**src/rtl/fetch_pkg.sv**
```systemverilog
`default_nettype none
// +-----------------------------------------------------------------+
// | fetch_pkg : shared state encoding and defaults for fetch stage  |
// | Rev 1.0                                                         |
// +-----------------------------------------------------------------+
package fetch_pkg;

  localparam int STATE_W = 3;

  localparam logic [STATE_W-1:0] ST_IDLE   = 3'd0;
  localparam logic [STATE_W-1:0] ST_REQ    = 3'd1;
  localparam logic [STATE_W-1:0] ST_WAIT   = 3'd2;
  localparam logic [STATE_W-1:0] ST_HOLD   = 3'd3;
  localparam logic [STATE_W-1:0] ST_HALTED = 3'd4;

  localparam logic [31:0] RESET_PC_DEFAULT = 32'h0000_0000;
  localparam logic [31:0] PC_STEP_DEFAULT  = 32'd4;

  localparam logic [1:0] ALIGN_MASK = 2'b11;

  function automatic logic isMisaligned(input logic [1:0] lsbs);
    return |(lsbs & ALIGN_MASK);
  endfunction

endpackage
`default_nettype wire

```
**src/rtl/pc_reg.sv**
```systemverilog
`default_nettype none
// +-----------------------------------------------------------------+
// | pc_reg : load-enabled register, async active-high reset value   |
// | Rev 1.0                                                         |
// +-----------------------------------------------------------------+
module pc_reg #(
  parameter int               WIDTH     = 32,
  parameter logic [WIDTH-1:0] RESET_VAL = '0
) (
  input  logic             clk,
  input  logic             rst,
  input  logic             load,
  input  logic [WIDTH-1:0] d,
  output logic [WIDTH-1:0] q
);

  logic [WIDTH-1:0] r_q;

  always_ff @(posedge clk or posedge rst) begin
    if (rst) begin
      r_q <= RESET_VAL;
    end else if (load) begin
      r_q <= d;
    end
  end

  assign q = r_q;

endmodule
`default_nettype wire

```
**src/rtl/instr_fetch_unit.sv**
```systemverilog
`default_nettype none
// +-----------------------------------------------------------------+
// | instr_fetch_unit : one-at-a-time fetch, PC owner, decode feed   |
// | Rev 1.0                                                         |
// +-----------------------------------------------------------------+
module instr_fetch_unit
  import fetch_pkg::*;
#(
  parameter int                ADDR_W   = 32,
  parameter logic [ADDR_W-1:0] RESET_PC = ADDR_W'(RESET_PC_DEFAULT),
  parameter logic [ADDR_W-1:0] PC_STEP  = ADDR_W'(PC_STEP_DEFAULT)
) (
  input  logic              clk,
  input  logic              rst,
  input  logic              start,
  input  logic              halt,
  output logic [ADDR_W-1:0] seqPC,
  output logic [ADDR_W-1:0] curPC,
  input  logic [ADDR_W-1:0] nextAddr,
  input  logic              nextValid,
  output logic              imemReq,
  output logic [ADDR_W-1:0] imemAddr,
  input  logic              imemGnt,
  input  logic              imemValid,
  input  logic [ADDR_W-1:0] imemData,
  output logic [ADDR_W-1:0] instr,
  output logic              instrValid,
  input  logic              instrReady,
  output logic              fault,
  output logic [ADDR_W-1:0] retired
);

  logic [STATE_W-1:0] r_state;
  logic [STATE_W-1:0] w_stateNext;
  logic [ADDR_W-1:0]  w_pc;
  logic [ADDR_W-1:0]  r_instr;
  logic [ADDR_W-1:0]  r_retired;
  logic               r_fault;
  logic               w_retire;
  logic               w_misaligned;
  logic               w_pcLoad;

  assign w_retire     = (r_state == ST_HOLD) && instrReady && nextValid;
  assign w_misaligned = isMisaligned(nextAddr[1:0]);
  // A misaligned target never reaches the PC; the old PC is kept for debug.
  assign w_pcLoad     = w_retire && !w_misaligned;

  pc_reg #(
    .WIDTH     (ADDR_W),
    .RESET_VAL (RESET_PC)
  ) u_pcReg (
    .clk  (clk),
    .rst  (rst),
    .load (w_pcLoad),
    .d    (nextAddr),
    .q    (w_pc)
  );

  always_comb begin
    w_stateNext = r_state;
    case (r_state)
      ST_IDLE: begin
        if (start) w_stateNext = ST_REQ;
      end
      ST_REQ: begin
        if (imemGnt) w_stateNext = ST_WAIT;
      end
      ST_WAIT: begin
        if (imemValid) w_stateNext = ST_HOLD;
      end
      ST_HOLD: begin
        if (w_retire) begin
          if (w_misaligned || halt) w_stateNext = ST_HALTED;
          else                      w_stateNext = ST_REQ;
        end
      end
      ST_HALTED: begin
        if (start && !r_fault) w_stateNext = ST_REQ;
      end
      default: w_stateNext = ST_IDLE;
    endcase
  end

  always_ff @(posedge clk or posedge rst) begin
    if (rst) begin
      r_state   <= ST_IDLE;
      r_instr   <= '0;
      r_fault   <= 1'b0;
      r_retired <= '0;
    end else begin
      r_state <= w_stateNext;
      if ((r_state == ST_WAIT) && imemValid) begin
        r_instr <= imemData;
      end
      if (w_retire) begin
        r_retired <= r_retired + 1'b1;
        if (w_misaligned) r_fault <= 1'b1;
      end
    end
  end

  assign imemReq    = (r_state == ST_REQ);
  assign imemAddr   = (r_state == ST_REQ) ? w_pc : '0;
  assign instrValid = (r_state == ST_HOLD);
  assign instr      = r_instr;
  assign fault      = r_fault;
  assign retired    = r_retired;
  assign curPC      = w_pc;
  assign seqPC      = w_pc + PC_STEP;

endmodule
`default_nettype wire

```
**config.mk**
```make
export PLATFORM = sky130hd
export DESIGN_NAME = instr_fetch_unit
export DESIGN_NICKNAME = d
export VERILOG_FILES = /design/src/rtl/fetch_pkg.sv /design/src/rtl/pc_reg.sv /design/src/rtl/instr_fetch_unit.sv
export SDC_FILE = /design/constraint.sdc
export NUM_CORES = 1
export LEC_CHECK = 0
export BUFFER_PORTS_ARGS = -buffer_cell sky130_fd_sc_hd__buf_4
export CORE_MARGIN = 2
export CORE_UTILIZATION = 40
export DETAILED_ROUTE_END_ITERATION = 16
export GPL_TIMING_DRIVEN = 0
export PLACE_DENSITY = 0.72
export SYNTH_ARGS = -nofsm -noshare
export SYNTH_HDL_FRONTEND = slang
export SYNTH_SLANG_ARGS = --single-unit
```
**constraint.sdc**
```tcl
create_clock -name clk -period 3.9 [get_ports clk]
set_input_delay 0.195 -clock clk [delete_from_list [all_inputs] [get_ports clk]]
set_output_delay 0.195 -clock clk [all_outputs]
set_load 0.05 [all_outputs]
```
==> results.json <==
{
  "outcome": "finished, final reports clean",
  "synth-simple-area-share_pct": 17.83,
  "port_buffers": 234,
  "synth.distinct_cells": 36,
  "syn_nets": 480,
  "power_density_mw_per_mm2": 844.5,
  "skew_ps": 9.016,
  "synth_top_area_share_pct": 52.27,
  "multi_input_area_mm2": 0.002176,
  "synthMuxAreaShare_pct": 15.29,
  "fmax_mhz": 356.8,
  "startpoint_type": "flip-flop",
  "wire_per_inst_um": 15.26,
  "fp.dieH_um": 113.4,
  "seqCellArea_mm2": 0.002502,
  "drv_cap": 0,
  "crit_arrival_ps": 2610,
  "cts_tree": "done",
  "final-setup-viol-count": 0,
  "slowest_stage": "nor3_1",
  "drtAntennaViolNets": 0,
  "rsz0062_at_grt": "no",
  "hp-class": "in -> reg",
  "fin_crit_ps": 2803,
  "setup_ws_ps": 1097,
  "synthFlopType": "dfrtp_1",
  "yosysSeqAreaShare_pct": 52.27,
  "clk_latency_ps": 340,
  "synth_top_area_cell": "dfrtp_1",
  "place_congestion": 0.8033,
  "start_util_pct": 41.39,
  "max_stage_delay_ps": 750,
  "antenna_cells": 0,
  "wl_met3_um": 824,
  "overflow": 0,
  "holdWs_ps": 79.01,
  "drt-met1-wl_um": 4979,
  "synth_cells": 406,
  "worst_pin_slew_ps": 936.0,
  "grt_max_degree": 56,
  "cts-buffers-inserted": 9,
  "ys_ff_latch": 100,
  "syn2layout_area_growth_pct": 47.39,
  "relSlewSlack_pct": 37.12,
  "cts-root-buf": "clkbuf_16",
  "slew_viol_final": 0,
  "crit_fanout": 7,
  "vias": 3967,
  "drc": 0,
  "synthTopCellsByCount": "100 x dfrtp_1, 65 x mux2_2, 45 x xnor2_1",
  "first_global_vias": 3894,
  "synth-xor-area-share_pct": 10.79,
  "top_layer": "met4",
  "cts_max_path_buffers": 2,
  "core-area_mm2": 0.01156,
  "first_pass_iters": 4,
  "worstSetupPathType": "reg -> out",
  "hold_viol": 0,
  "drtIter0Drc": 134,
  "dr_wl_met2_um": 6235,
  "cts_resized": 0,
  "synth.most_common_cell": "dfrtp_1",
  "ys_warn_count": 0,
  "finish.net_count": 727,
  "required_ps": 3700,
  "fin_crit_sh_pct": 71.87,
  "end_kind": "primary output",
  "viasPerCell": 4.953,
  "antenna_found_initial": 0,
  "crit_top_cell": "nand4_1",
  "synth_top_family_by_area": "simple AND/OR/NAND/NOR gates",
  "synthArstFlopShare_pct": 100.0,
  "crit_chain": "ha_1 -> nand4_1 -> nor3_1 -> nand4_1 -> xnor2_1 -> buf_4",
  "ir_drop_mv": 0.5023,
  "avgSynthCellArea_um2": 11.79,
  "synth-compound-area-share_pct": 1.019,
  "netlist_area_mm2": 0.004787,
  "p_leak_nw": 3.545,
  "pre_cts_ws_ps": 1485,
  "ys_top_cells_by_area": "dfrtp_1 52%, mux2_2 15%, xnor2_1 8.2%",
  "h-tree-depth": 3,
  "die-area_mm2": 0.01286,
  "grtUsageTotal_pct": 19.20,
  "fillers": 995,
  "synth-edff-count": 0,
  "drive_gt1_share_pct": 50.61,
  "die_w_um": 113.4,
  "rows": 39,
  "synth_adder_area_share_pct": 0.5227,
  "clk_pin_slew_ps": 70,
  "dp_hpwl_um": 9594,
  "wirelength_um": 12230,
  "grt_pass1_wl_um": 19800,
  "io_pins": 235,
  "cts_sinks": 100
}
[cells in the final DEF (no fill, tap or decap), types with 2 or more instances in the layout]
cell type,netlist,final
and2_1,34,34
clkbuf_1,4,4
xor2_1,14,14
xnor2_1,45,45
inv_8,0,2
nor2_1,20,20
a21oi_1,4,4
mux2_2,65,65
ha_1,2,2
and3b_1,2,2
buf_2,3,3
nor3_1,6,6
nand4_1,18,18
nand3_1,21,21
dfrtp_1,100,100
and4_1,5,5
nand2_1,26,26
and3_1,8,8
inv_6,0,3
buf_1,3,3
inv_1,6,5
buf_4,3,237
clkbuf_16,0,9
buf_6,2,2
[worst max-delay path, delay by kind of cell, from the launching register on]
| family | cells | cell delay (ps) |
|---|---|---|
| XOR/XNOR | 1 | 200 |
| adder cells (fa/ha/maj) | 1 | 280 |
| buffers and inverters | 1 | 220 |
| flip-flops | 1 | 460 |
| AND/OR/NAND/NOR | 3 | 1110 |
[through the flow]
stage | instances | cell area, um2 | total power, mW | setup TNS (ps) | util [%]
5_1_grt | 801 | 7056 | 6.229 | 0 | 61.01
3_3_place_gp | 783 | 6723 | 5.075 | -788.8 | 58.13
4_1_cts | 801 | 7056 | 6.028 | 0 | 61.01
6_report | 801 | 7056 | 5.959 | 0 | 61.01
2_1_floorplan | 406 | 4787 | 4.051 | 0 | -
3_5_place_dp | 784 | 6753 | 5.131 | 0 | 58.39
[registers in the layout (all words and copies together), names as in the netlist]
signal,cells
fault,1
instr,32
r_state,3
retired,32
u_pcReg.q,32
[cell families after synthesis]
group,after synthesis
mux,65
fa+ha+maj,2
xor+xnor,59
flops,100
buf+inv,21
compound gates,8
simple gates,151
[report_power, final]
part           internal, mW  switching (mW)  leakage, nW
logic                  1.10            2.30         2.11
clock network         0.465           0.408        0.148
registers              1.35           0.335         1.29
[final cells by class]
type	instances	area share, %
Sequential cell	100	35.47
Multi-Input combinational cell	285	30.84
Timing Repair Buffer	236	25.43
Clock buffer	10	3.387
Tap cell	143	2.536
Buffer	15	1.224
Clock inverter	6	0.7625
Inverter	6	0.3547
[worst paths after layout]
check                           endpoint          from  cells past startpoint  slack [ps]
max                            seqPC[28]  u_pcReg.q[2]                      6        1100
min                            instr[15]  imemData[15]                      2          80
max reg2reg                u_pcReg.q[30]    r_state[1]                      7        1830
min reg2reg                  retired[31]   retired[31]                      1         480
max in group asynchronous  u_pcReg.q[27]           rst                      4        2740
min in group asynchronous      instr[21]           rst                      3         480
[what timing repair did]
| action | 4_1_cts | 5_1_grt |
|---|---|---|
| setup buffers | 0 | 0 |
| endpoints found under the hold margin | 45 | 0 |
| hold buffers | 1 | 0 |
[metal layers]
metal,up-vias,GRT usage (%)
met5,-,0
met4,0,7.236
met2,162,33.61
met3,13,3.666
li1,1890,-
met1,1902,23.64
Power figures use the tool's default switching activity.
